$ cat config.mk
export PLATFORM = sky130hd
export DESIGN_NAME = eth_tx_sched
export DESIGN_NICKNAME = d
export VERILOG_FILES = /design/src/rtl/eth_tx_sched.sv
export SDC_FILE = /design/constraint.sdc
export NUM_CORES = 1
export LEC_CHECK = 0
export ABC_AREA = 1
export BUFFER_PORTS_ARGS = -buffer_cell sky130_fd_sc_hd__buf_2
export CAP_MARGIN = 30
export CORE_UTILIZATION = 52
export DETAILED_ROUTE_END_ITERATION = 12
export PLACE_DENSITY = 0.83
export SYNTH_ARGS = -nofsm -noshare
export SYNTH_HDL_FRONTEND = slang
export SYNTH_SLANG_ARGS = --single-unit
$ cat constraint.sdc
create_clock -name clk -period 2.7 [get_ports clk]
set_input_delay 0.675 -clock clk [delete_from_list [all_inputs] [get_ports clk]]
set_output_delay 0.675 -clock clk [all_outputs]
set_load 0.1 [all_outputs]
$ cat src/rtl/eth_tx_sched.sv
// Round-robin scheduler that feeds two payload sources into one UDP transmitter.
// Each packet takes the form: latch length/port, stream bytes on tx_clken_i, then hold the grant through a fixed gap.
`timescale 1ns/1ps

// state    | meaning
// ST_IDLE  | no grant; pick a requester, or reject an illegal length
// ST_START | tx_start_o high, waiting for the transmitter to take byte 1
// ST_DATA  | streaming the remaining bytes, one per tx_clken_i
// ST_GAP   | grant held while the transmitter sends FCS, idle and preamble
module eth_tx_sched #(
   parameter int GAP_CYCLES = 200,
   parameter int MAX_LEN    = 1472
) (
   input  logic        clk,
   input  logic        reset_i,
   input  logic [1:0]  req_i,
   input  logic [15:0] len0_i,
   input  logic [15:0] len1_i,
   input  logic [15:0] port0_i,
   input  logic [15:0] port1_i,
   input  logic [7:0]  data0_i,
   input  logic [7:0]  data1_i,
   output logic [1:0]  gnt_o,
   output logic [1:0]  rd_o,
   output logic [1:0]  done_o,
   output logic [1:0]  rej_o,
   output logic        tx_start_o,
   output logic [15:0] tx_len_o,
   output logic [15:0] tx_port_o,
   output logic [7:0]  tx_data_o,
   input  logic        tx_clken_i,
   output logic        busy_o
);

   localparam logic [1:0] ST_IDLE  = 2'd0;
   localparam logic [1:0] ST_START = 2'd1;
   localparam logic [1:0] ST_DATA  = 2'd2;
   localparam logic [1:0] ST_GAP   = 2'd3;

   localparam int              GAP_W     = (GAP_CYCLES > 1) ? $clog2(GAP_CYCLES) : 1;
   localparam logic [GAP_W-1:0] GAP_LOAD = GAP_W'(GAP_CYCLES - 1);
   localparam logic [15:0]     MAX_LEN_W = 16'(MAX_LEN);

   logic [1:0]       state;
   logic [15:0]      byte_cnt;
   logic [GAP_W-1:0] gap_cnt;
   logic             last_src;
   logic [1:0]       rej_mask;

   logic [1:0]  eligible;
   logic        sel_valid;
   logic        sel_src;
   logic [1:0]  sel_oh;
   logic [15:0] sel_len;
   logic [15:0] sel_port;
   logic        sel_legal;
   logic        xfer;
   logic        byte_take;
   logic        last_byte;

   // A rejected source stays masked until it drops its request, so a held
   // illegal request produces one rej_o pulse rather than one per cycle.
   assign eligible = req_i & ~rej_mask;
   assign sel_valid = |eligible;

   always_comb begin
      sel_src = 1'b0;
      if (eligible == 2'b11) begin
         sel_src = ~last_src;
      end else begin
         sel_src = eligible[1];
      end
   end

   assign sel_oh    = sel_src ? 2'b10 : 2'b01;
   assign sel_len   = sel_src ? len1_i : len0_i;
   assign sel_port  = sel_src ? port1_i : port0_i;
   assign sel_legal = (sel_len != 16'd0) && (sel_len <= MAX_LEN_W);

   assign xfer      = (state == ST_START) || (state == ST_DATA);
   assign byte_take = xfer && tx_clken_i;
   assign last_byte = byte_take && ((byte_cnt + 16'd1) == tx_len_o);

   assign rd_o       = {2{byte_take}} & gnt_o;
   assign done_o     = {2{last_byte}} & gnt_o;
   assign tx_start_o = (state == ST_START);
   assign busy_o     = (state != ST_IDLE);

   always_comb begin
      tx_data_o = 8'h00;
      if (gnt_o[0]) begin
         tx_data_o = data0_i;
      end else if (gnt_o[1]) begin
         tx_data_o = data1_i;
      end
   end

   always_ff @(posedge clk or posedge reset_i) begin
      if (reset_i) begin
         state     <= ST_IDLE;
         gnt_o     <= 2'b00;
         rej_o     <= 2'b00;
         tx_len_o  <= 16'd0;
         tx_port_o <= 16'd0;
         byte_cnt  <= 16'd0;
         gap_cnt   <= '0;
         last_src  <= 1'b1;
         rej_mask  <= 2'b00;
      end else begin
         rej_o    <= 2'b00;
         rej_mask <= rej_mask & req_i;
         case (state)
            ST_IDLE: begin
               if (sel_valid) begin
                  if (sel_legal) begin
                     tx_len_o  <= sel_len;
                     tx_port_o <= sel_port;
                     gnt_o     <= sel_oh;
                     last_src  <= sel_src;
                     byte_cnt  <= 16'd0;
                     state     <= ST_START;
                  end else begin
                     rej_o    <= sel_oh;
                     rej_mask <= (rej_mask & req_i) | sel_oh;
                  end
               end
            end
            ST_START, ST_DATA: begin
               if (byte_take) begin
                  byte_cnt <= byte_cnt + 16'd1;
                  if (last_byte) begin
                     gap_cnt <= GAP_LOAD;
                     state   <= ST_GAP;
                  end else begin
                     state   <= ST_DATA;
                  end
               end
            end
            ST_GAP: begin
               if (gap_cnt == '0) begin
                  gnt_o    <= 2'b00;
                  byte_cnt <= 16'd0;
                  state    <= ST_IDLE;
               end else begin
                  gap_cnt <= gap_cnt - 1'b1;
               end
            end
            default: state <= ST_IDLE;
         endcase
      end
   end

endmodule

After elaboration in Yosys (flattened, before gate mapping)
Index checks and enable logic that the tools add are counted.

storage, ports and cells
  register bits = 65
  logic and storage cells = 76

cells by class
  add/subtract/negate cells = 2
  magnitude comparators = 1
  eq/ne operators = 11
  mux-type cells = 30
  bitwise gates (word level) = 7
  reductions and logical operators = 16

operator list
  cell                     number
  $mux W16                 6
  $pmux W16 S3             1
  $mux W8                  5
  $mux W2                  13
  $add A16 B1 Y16 const B  1
  $eq A16 B16 Y1           1
  $le A16 B11 Y1 const B   1
  $pmux W8 S2              1
  $reduce_bool A16 Y1      1
  $ne A2 B2 Y1 const B     6
  $reduce_and A4 Y1        3
  $and A2 B2 Y2            4
  $logic_not A8 Y1         1
  $sub A8 B1 Y8 const B    1
  $eq A2 B2 Y1 const B     3
  $pmux W2 S3              1
  $reduce_bool A2 Y1       3
  $pmux W2 S2              1
  $reduce_or A2 Y1         2
  $logic_and A1 B1 Y1      3
  $reduce_and A3 Y1        1
  $eq A2 B1 Y1 const B     1
  $logic_not A2 Y1         1
  $mux W1                  2
  4 further kinds          4

Longest topological paths before layout
Gate-level depths: netlist (run 1).

  depth after elaboration = 10
  gate-level depth with buffers = 19

Worst setup path after synthesis (run 1)
OpenSTA, ideal clock, no wires.

  path type = register to output
  from = register tx_len_o[1]
  to = output port done_o[0]
  arrival time = 3,078 ps
  data required time = 2,025 ps
  setup slack = -1,053 ps
  stages on the path, launching flop included = 11
  path buffers = 0
  path through = dfrtp_1 inv_1 nand2_1 nand3b_1 nor2_1 nand4_1 nor3_1 o21ai_0 nor2_1 nand4_1 nor2_1

between the ends
  cells in the longest elaborated chain, start to end = 3

RTL lines
  element                 RTL line  RTL
  from (decl)             28        output logic [15:0] tx_len_o,
  from (signal assigned)  116       tx_len_o <= sel_len;
  $eq A16 B16 Y1          82        assign last_byte = byte_take && ((byte_cnt + 16'd1) == tx_len_o);
  $logic_and A1 B1 Y1     82
  $and A2 B2 Y2           85        assign done_o = {2{last_byte}} & gnt_o;
  to (decl)               25        output logic [1:0] done_o,

No other way between the ends.

Final worst setup path (run 1)
  from = register byte_cnt[0]
  to = output port done_o[0]

between the ends
  cells in the longest elaborated chain, start to end = 4

RTL lines
  element                 RTL line  RTL
  from (decl)             45        logic [15:0] byte_cnt;
  from (signal assigned)  130       byte_cnt <= byte_cnt + 16'd1;
  $add A16 B1 Y16         82
  $eq A16 B16 Y1          82
  $logic_and A1 B1 Y1     82
  $and A2 B2 Y2           85

No other way between the ends.

==> impl_metrics.prom, run 1 <==
# TYPE chip_impl_metric gauge
chip_impl_metric{name="slew_viol_final",unit=""} 0
chip_impl_info{name="hp-class",value="input pin to asynchronous set/reset pin"} 1
chip_impl_metric{name="max-clock-path-buffers",unit=""} 2
chip_impl_metric{name="route.vias.total",unit=""} 4870
chip_impl_metric{name="tritoncts.num_buffers",unit=""} 9
chip_impl_metric{name="critical_path_required",unit="ns"} 2.03
chip_impl_metric{name="grt_antenna_before_repair",unit=""} 0
chip_impl_metric{name="placeableCoreArea",unit="mm²"} 0.00789
chip_impl_metric{name="report.final.setup_viol",unit=""} 2
chip_impl_info{name="start_kind",value="flop"} 1
chip_impl_info{name="cp_common_cell",value="nand2_2"} 1
chip_impl_metric{name="holdBufCountCts",unit=""} 0
chip_impl_info{name="cts_root_buf",value="clkbuf_8"} 1
chip_impl_metric{name="estimated_wirelength_of_the_detail_placed_design",unit="mm"} 9.53
chip_impl_info{name="status",value="finished, violations left"} 1
chip_impl_metric{name="grt_start_max_net_pins",unit=""} 44
chip_impl_metric{name="maxCapViolCount",unit=""} 0
chip_impl_metric{name="first_pass_iters",unit=""} 5
chip_impl_metric{name="layout.filler_cells",unit=""} 662
chip_impl_metric{name="synthesis.area_per_instance",unit="µm²"} 6.30
chip_impl_metric{name="detail-route-antenna-nets",unit=""} 0
chip_impl_metric{name="starting_density",unit=""} 0.551
chip_impl_metric{name="rows",unit=""} 32
chip_impl_metric{name="synth_cell_types",unit=""} 33
chip_impl_info{name="worstPathCellList",value="ha_4 > nand2_4 > nor2_4 > nand2_2 > nand2_2 > nand2_2 > nor2_1 > nor3b_2 > nand3b_1 > nor2_1 > nand4_1 > nor2_4 > buf_12"} 1
chip_impl_metric{name="antenna_cells",unit=""} 0
chip_impl_metric{name="worstMarginPinSlew",unit="ns"} 0.548
chip_impl_metric{name="route.detailed.drc",unit=""} 0
chip_impl_metric{name="routed_via_density",unit=""} 5.09
chip_impl_metric{name="seq_area_frac_synth",unit=""} 0.374
chip_impl_metric{name="violation_count_after_the_first_detailed_route_iteration",unit=""} 283
chip_impl_metric{name="dpl-instance-area",unit="mm²"} 0.00537
chip_impl_metric{name="drive_gt1_frac",unit=""} 0.299
chip_impl_metric{name="layout-area-overhead-vs-synth",unit="%"} 30.8
chip_impl_metric{name="routedWlPerCell",unit="µm"} 13.1
chip_impl_metric{name="postSynthCellCount",unit=""} 690
chip_impl_metric{name="final.setup.worst_slack",unit="ns"} -0.385
chip_impl_metric{name="syn-num-nets",unit=""} 781
chip_impl_metric{name="fin_setup_tns",unit="ns"} -0.740
chip_impl_metric{name="ys_seq_elements",unit=""} 65
chip_impl_metric{name="die_width",unit="µm"} 93.5
chip_impl_metric{name="final_min_period_over_clock_period",unit=""} 1.14
chip_impl_metric{name="ff_latch_area",unit="mm²"} 0.00164
chip_impl_metric{name="die_height",unit="µm"} 93.5
chip_impl_metric{name="clock-skew-final",unit="ns"} 0.0140
chip_impl_metric{name="fmaxAchievable",unit="MHz"} 324
chip_impl_metric{name="h-tree-depth",unit=""} 3
chip_impl_metric{name="buffers_inverters_on_critical_path",unit=""} 1
chip_impl_info{name="tritoncts_clock_tree",value="built"} 1
chip_impl_metric{name="synth-warning-count",unit=""} 0
chip_impl_info{name="violations",value="negative setup slack"} 1
chip_impl_metric{name="vdd.ir_drop.worst",unit="mV"} 0.947
chip_impl_info{name="timing_worst_setup_path_type",value="flop to output port"} 1
chip_impl_metric{name="via_count_of_the_first_global_routing_pass",unit=""} 4676
chip_impl_metric{name="design.die.area",unit="mm²"} 0.00873
chip_impl_metric{name="utilization_of_the_core_after_routing",unit=""} 0.721
chip_impl_metric{name="total_track_usage",unit=""} 0.303
chip_impl_metric{name="power.total",unit="mW"} 6.64
chip_impl_metric{name="finalInstanceArea",unit="mm²"} 0.00569
chip_impl_metric{name="report.final.hold_viol_count",unit=""} 0
chip_impl_metric{name="gpl.final_weighted_congestion",unit=""} 0.960
chip_impl_info{name="rsz0062_at_grt",value="true"} 1
chip_impl_metric{name="power.density",unit="mW/mm²"} 1170
chip_impl_metric{name="hold_slack",unit="ns"} 0.372
chip_impl_info{name="crit_path_end_kind",value="output port"} 1
chip_impl_metric{name="max-slew-margin-rel",unit=""} 0.634
chip_impl_metric{name="placement.io_buffers",unit=""} 134
chip_impl_metric{name="endpoint_arrival_time_on_the_critical_path",unit="ns"} 2.41
chip_impl_metric{name="clkSinkCount",unit=""} 65
chip_impl_metric{name="clkTransAtPathRegs",unit="ns"} 0.08
chip_impl_metric{name="timing.critical_path.slowest_cell_delay",unit="ns"} 0.44
chip_impl_metric{name="timing.critical_path.fanout_max",unit=""} 4
chip_impl_metric{name="overflow",unit=""} 0
chip_impl_metric{name="finalWirelength",unit="mm"} 12.5
chip_impl_info{name="cpLargestDelayFamily",value="simple AND/OR/NAND/NOR gates"} 1
chip_impl_metric{name="cell_leakage_power",unit="nW"} 3.25
chip_impl_metric{name="first_pass_grt_wire_length",unit="mm"} 20.8
chip_impl_metric{name="layout.nets",unit=""} 941
chip_impl_metric{name="multi_input_comb_area",unit="mm²"} 0.00247
chip_impl_metric{name="syn_area",unit="mm²"} 0.00435
chip_impl_metric{name="finalCriticalPeriod",unit="ns"} 3.08
chip_impl_metric{name="clock_network_latency_to_the_later_pin_of_the_worst_skew_pair",unit="ns"} 0.34
chip_impl_info{name="worst_path_max_delay_cell",value="dfrtp_2"} 1
chip_impl_metric{name="io_pins",unit=""} 135
-- stage by stage --
step	worst slack, ns	std cells
6_report	-0.385	957
5_1_grt	-0.544	957
4_1_cts	-0.408	957
3_5_place_dp	-0.155	939
3_3_place_gp	-0.142	939
2_1_floorplan	-0.208	690
-- flip-flops by register name (all words and copies together), names as in the netlist --
register   flops
last_src       1
state          2
byte_cnt      16
rej_mask       2
gnt_o          2
tx_port_o     16
rej_o          2
tx_len_o      16
gap_cnt        8
-- routing by layer --
metal  track usage  part of all wire  wire length, µm
met2         0.539              0.49             6190
met1         0.361              0.41             5160
met4         0.124             0.024              299
met5             0                 0                0
met3        0.0520             0.069              858
-- power by group --
group / internal, mW / leakage (nW) / switching (mW)
Sequential: 1.30 / 0.833 / 0.279
Combinational: 0.954 / 2.32 / 3.28
Clock: 0.450 / 0.0974 / 0.379
Total: 2.71 / 3.25 / 3.94
-- Yosys cell counts --
master	number	area, µm²
a21oi_1	9	45.0
dfstp_2	1	26.3
o21bai_1	1	7.51
clkbuf_1	7	26.3
buf_1	1	3.75
nor2_1	59	221
nand2_1	328	1230
o21ai_1	14	70.1
nand3b_1	7	52.6
nor2_2	1	6.26
nand3_1	61	305
dfrtp_1	64	1600
nor3b_1	2	15.0
nor3_1	3	15.0
nand4_1	10	62.6
nand3_2	1	10.0
nor2b_1	1	6.26
nor2_4	1	11.3
o21ai_0	12	60.1
a21boi_1	1	7.51
nand3_4	1	17.5
xnor2_1	1	8.76
clkinv_1	3	11.3
buf_6	6	67.6
buf_2	5	25.0
inv_1	68	255
inv_4	1	6.26
buf_4	1	7.51
nand2_2	6	37.5
inv_2	3	11.3
nand2_4	2	22.5
and3_1	3	18.8
ha_1	6	75.1
-- cells by family (layout without fill, tap and decap cells) --
group / Yosys count / in the layout / share of synthesized area
AOI/OAI and AO/OA: 37 / 37 / 0.0437
xor gates and xnor gates: 1 / 1 / 0.00201
adders and majority gates: 6 / 6 / 0.0173
buffers and inverters: 95 / 260 / 0.0952
DFF: 65 / 65 / 0.374
and+or+nand+nor: 486 / 486 / 0.467
-- worst paths after layout --
kind / startpoint / to / slack (ns) / cells after the start
setup / recovery: byte_cnt[0] / done_o[0] / -0.38 / 13
hold / removal: reset_i / gnt_o[1] / 0.37 / 2
setup reg to reg: last_src / byte_cnt[2] / 0.22 / 15
hold reg to reg: tx_port_o[7] / tx_port_o[7] / 0.48 / 2
max in group asynchronous: reset_i / last_src / 1.65 / 3
min in group clk: tx_port_o[7] / tx_port_o[7] / 0.48 / 2
-- worst register-to-register path, delay by kind of cell (launching register included) --
family                 cells  cell delay (ns)
flip-flops                 1             0.54
AND/OR/NAND/NOR           14             1.68
buffers and inverters      1             0.16
-- cell usage in the layout, fill, tap and decap left out, types with 5 or more instances in the layout --
cell type,synthesis,routed
nand4_1,10,10
inv_2,3,8
nand3_1,61,60
o21ai_1,14,15
inv_1,68,63
dfrtp_1,64,52
a21oi_1,9,9
clkbuf_8,0,10
nor2_1,59,49
buf_4,1,34
nand3b_1,7,7
dfrtp_2,0,12
o21ai_0,12,10
nor2_4,1,5
nand2_1,328,306
nand2_2,6,27
nor2_2,1,7
buf_2,5,132
-- area by class of cell --
type,count,area share
Multi-Input combinational cell,530,0.434
Sequential cell,65,0.289
Timing Repair Buffer,169,0.172
Inverter,75,0.0504
Clock buffer,13,0.0262
Tap cell,102,0.0224
Clock inverter,3,0.00704
-- repair_timing --
item,in CTS,in global routing
pin swaps,5,10
setup endpoints to repair,2,13
endpoints found under the hold margin,0,0
gates cloned,0,0
setup buffers,2,0
gates resized for setup,10,34
No activity file was read; power rests on OpenSTA's default activity.
==> inputs of run 2 (changes only) <==
- ABC_CLOCK_PERIOD_IN_PS: not set -> 2700
- GPL_TIMING_DRIVEN: not set -> 0
- PLACE_DENSITY: 0.83 -> 0.81
==> impl_metrics.prom, run 2 (synthesized netlist as in run 1, its figures left out) <==
# TYPE chip_impl_metric gauge
chip_impl_metric{name="fmaxAchievable",unit="MHz"} 315
chip_impl_metric{name="worstMarginPinSlew",unit="ns"} 0.945
chip_impl_metric{name="gpl.final_weighted_congestion",unit=""} 0.951
chip_impl_metric{name="first_pass_grt_wire_length",unit="mm"} 21.9
chip_impl_info{name="most-common-layout-cells",value="nand2_1 (311), buf_2 (137), inv_1 (64)"} 1
chip_impl_info{name="cts_root_buf",value="clkbuf_8"} 1
chip_impl_metric{name="design.die.area",unit="mm²"} 0.00873
chip_impl_metric{name="placeableCoreArea",unit="mm²"} 0.00789
chip_impl_metric{name="violation_count_after_the_first_detailed_route_iteration",unit=""} 311
chip_impl_metric{name="clock_network_latency_to_the_later_pin_of_the_worst_skew_pair",unit="ns"} 0.35
chip_impl_metric{name="first_pass_iters",unit=""} 5
chip_impl_info{name="hp-class",value="input pin to asynchronous set/reset pin"} 1
chip_impl_metric{name="total_track_usage",unit=""} 0.319
chip_impl_metric{name="routedWlPerCell",unit="µm"} 13.5
chip_impl_metric{name="io_pins",unit=""} 135
chip_impl_metric{name="timing.critical_path.fanout_max",unit=""} 2
chip_impl_metric{name="route.vias.total",unit=""} 5000
chip_impl_info{name="crit_path_end_kind",value="output port"} 1
chip_impl_metric{name="estimated_wirelength_of_the_detail_placed_design",unit="mm"} 9.40
chip_impl_metric{name="holdBufCountCts",unit=""} 0
chip_impl_metric{name="drive_gt1_frac",unit=""} 0.300
chip_impl_metric{name="finalWirelength",unit="mm"} 13.0
chip_impl_info{name="timing_worst_setup_path_type",value="flop to output port"} 1
chip_impl_metric{name="routed_via_density",unit=""} 5.16
chip_impl_metric{name="h-tree-depth",unit=""} 3
chip_impl_metric{name="grt_antenna_before_repair",unit=""} 0
chip_impl_metric{name="clock-skew-final",unit="ns"} 0.0104
chip_impl_metric{name="vdd.ir_drop.worst",unit="mV"} 1.04
chip_impl_metric{name="final_min_period_over_clock_period",unit=""} 1.17
chip_impl_metric{name="antenna_cells",unit=""} 0
chip_impl_info{name="status",value="finished, violations left"} 1
chip_impl_metric{name="layout-area-overhead-vs-synth",unit="%"} 33.7
chip_impl_metric{name="clkTransAtPathRegs",unit="ns"} 0.07
chip_impl_metric{name="endpoint_arrival_time_on_the_critical_path",unit="ns"} 2.49
chip_impl_metric{name="via_count_of_the_first_global_routing_pass",unit=""} 4812
chip_impl_metric{name="detail-route-antenna-nets",unit=""} 0
chip_impl_info{name="most_common_library_cell_in_the_layout_ignoring_fill_and_taps",value="nand2_1"} 1
chip_impl_metric{name="overflow",unit=""} 0
chip_impl_metric{name="grt_start_max_net_pins",unit=""} 40
chip_impl_info{name="rsz0062_at_grt",value="true"} 1
chip_impl_metric{name="final.setup.worst_slack",unit="ns"} -0.470
chip_impl_metric{name="cell_leakage_power",unit="nW"} 3.32
chip_impl_metric{name="placement.io_buffers",unit=""} 134
chip_impl_metric{name="tritoncts.num_buffers",unit=""} 9
chip_impl_metric{name="rows",unit=""} 32
chip_impl_metric{name="critical_path_required",unit="ns"} 2.03
chip_impl_metric{name="max-clock-path-buffers",unit=""} 2
chip_impl_metric{name="dp_worst_setup_slack",unit="ns"} -0.664
chip_impl_metric{name="route.detailed.drc",unit=""} 0
chip_impl_metric{name="die_height",unit="µm"} 93.5
chip_impl_metric{name="layout.filler_cells",unit=""} 614
chip_impl_metric{name="slew_viol_final",unit=""} 0
chip_impl_metric{name="report.final.hold_viol_count",unit=""} 0
chip_impl_info{name="largestRegisters",value="byte_cnt (16), tx_len_o (16), tx_port_o (16)"} 1
chip_impl_metric{name="maxCapViolCount",unit=""} 0
chip_impl_metric{name="max-slew-margin-rel",unit=""} 0.366
chip_impl_info{name="violations",value="negative setup slack"} 1
chip_impl_metric{name="clkSinkCount",unit=""} 65
chip_impl_metric{name="finalCriticalPeriod",unit="ns"} 3.17
chip_impl_info{name="start_kind",value="flop"} 1
chip_impl_metric{name="layout.nets",unit=""} 953
chip_impl_metric{name="report.final.setup_viol",unit=""} 2
chip_impl_metric{name="starting_density",unit=""} 0.551
chip_impl_metric{name="power.density",unit="mW/mm²"} 1180
chip_impl_info{name="tritoncts_clock_tree",value="built"} 1
chip_impl_metric{name="power.total",unit="mW"} 6.86
chip_impl_metric{name="utilization_of_the_core_after_routing",unit=""} 0.737
chip_impl_metric{name="die_width",unit="µm"} 93.5
## run 2: final timing paths
kind | slack, ns | start | end | cells past startpoint
max | -0.47 | state[0] | done_o[1] | 13
min | 0.40 | reset_i | gap_cnt[5] | 2
max reg2reg | 0.21 | state[0] | gap_cnt[7] | 17
min reg2reg | 0.48 | tx_port_o[4] | tx_port_o[4] | 2
max in group asynchronous | 1.61 | reset_i | last_src | 3
min in group clk | 0.48 | tx_port_o[4] | tx_port_o[4] | 2
## run 2: critical path: stages (launching register included)
cell,delay [ns]
dfrtp_1,0.38
inv_2,0.06
ha_4,0.27
nand2_4,0.05
nand3b_1,0.16
nor2_2,0.12
nand4_1,0.16
nor3_4,0.19
o21ai_1,0.09
nor2_1,0.12
nand4_1,0.12
buf_6,0.15
nor2_4,0.10
buf_12,0.18
## run 2: final cells by class
class / count / area (µm²) / share of cell area
multi-input combinational: 530 / 2500 / 0.431
sequential: 65 / 1640 / 0.283
timing repair buffer: 161 / 927 / 0.159
inverter: 75 / 285 / 0.0491
clock buffer: 11 / 141 / 0.0243
buffer: 20 / 130 / 0.0224
tap: 102 / 128 / 0.0219
clock inverter: 5 / 55.1 / 0.00947
## run 2: where the power goes
| group | internal, mW | total, mW | switching, mW | leakage, nW |
|---|---|---|---|---|
| logic | 1.08 | 4.47 | 3.39 | 2.39 |
| registers | 1.30 | 1.56 | 0.256 | 0.832 |
| clock network | 0.449 | 0.834 | 0.386 | 0.0953 |
| total | 2.83 | 6.86 | 4.03 | 3.32 |
## run 2: routing by layer
layer	global-route usage	vias to the layer above	part of all wire
met5	0	-	0
li1	-	2479	-
met4	0.150	0	0.033
met1	0.387	2258	0.40
met3	0.0618	47	0.065
met2	0.544	216	0.50
## run 2: repair_timing
item                       4_1_cts  5_1_grt
buffers inserted                20       14
setup endpoints to repair        3       21
pin swaps                        9       19
resized for setup               30       30
## run 2: per-stage QoR
stage,TNS (ns),instances,hold WS [ns],instance area (µm²)
after global placement,-28.92,926,0.457,5200
final,-0.932,969,0.403,5820
after detailed placement,-1.37,927,0.462,5230
after CTS,-2.99,963,0.414,5680
after floorplan,-0.571,690,0.444,4410
after global routing,-1.29,969,0.449,5820
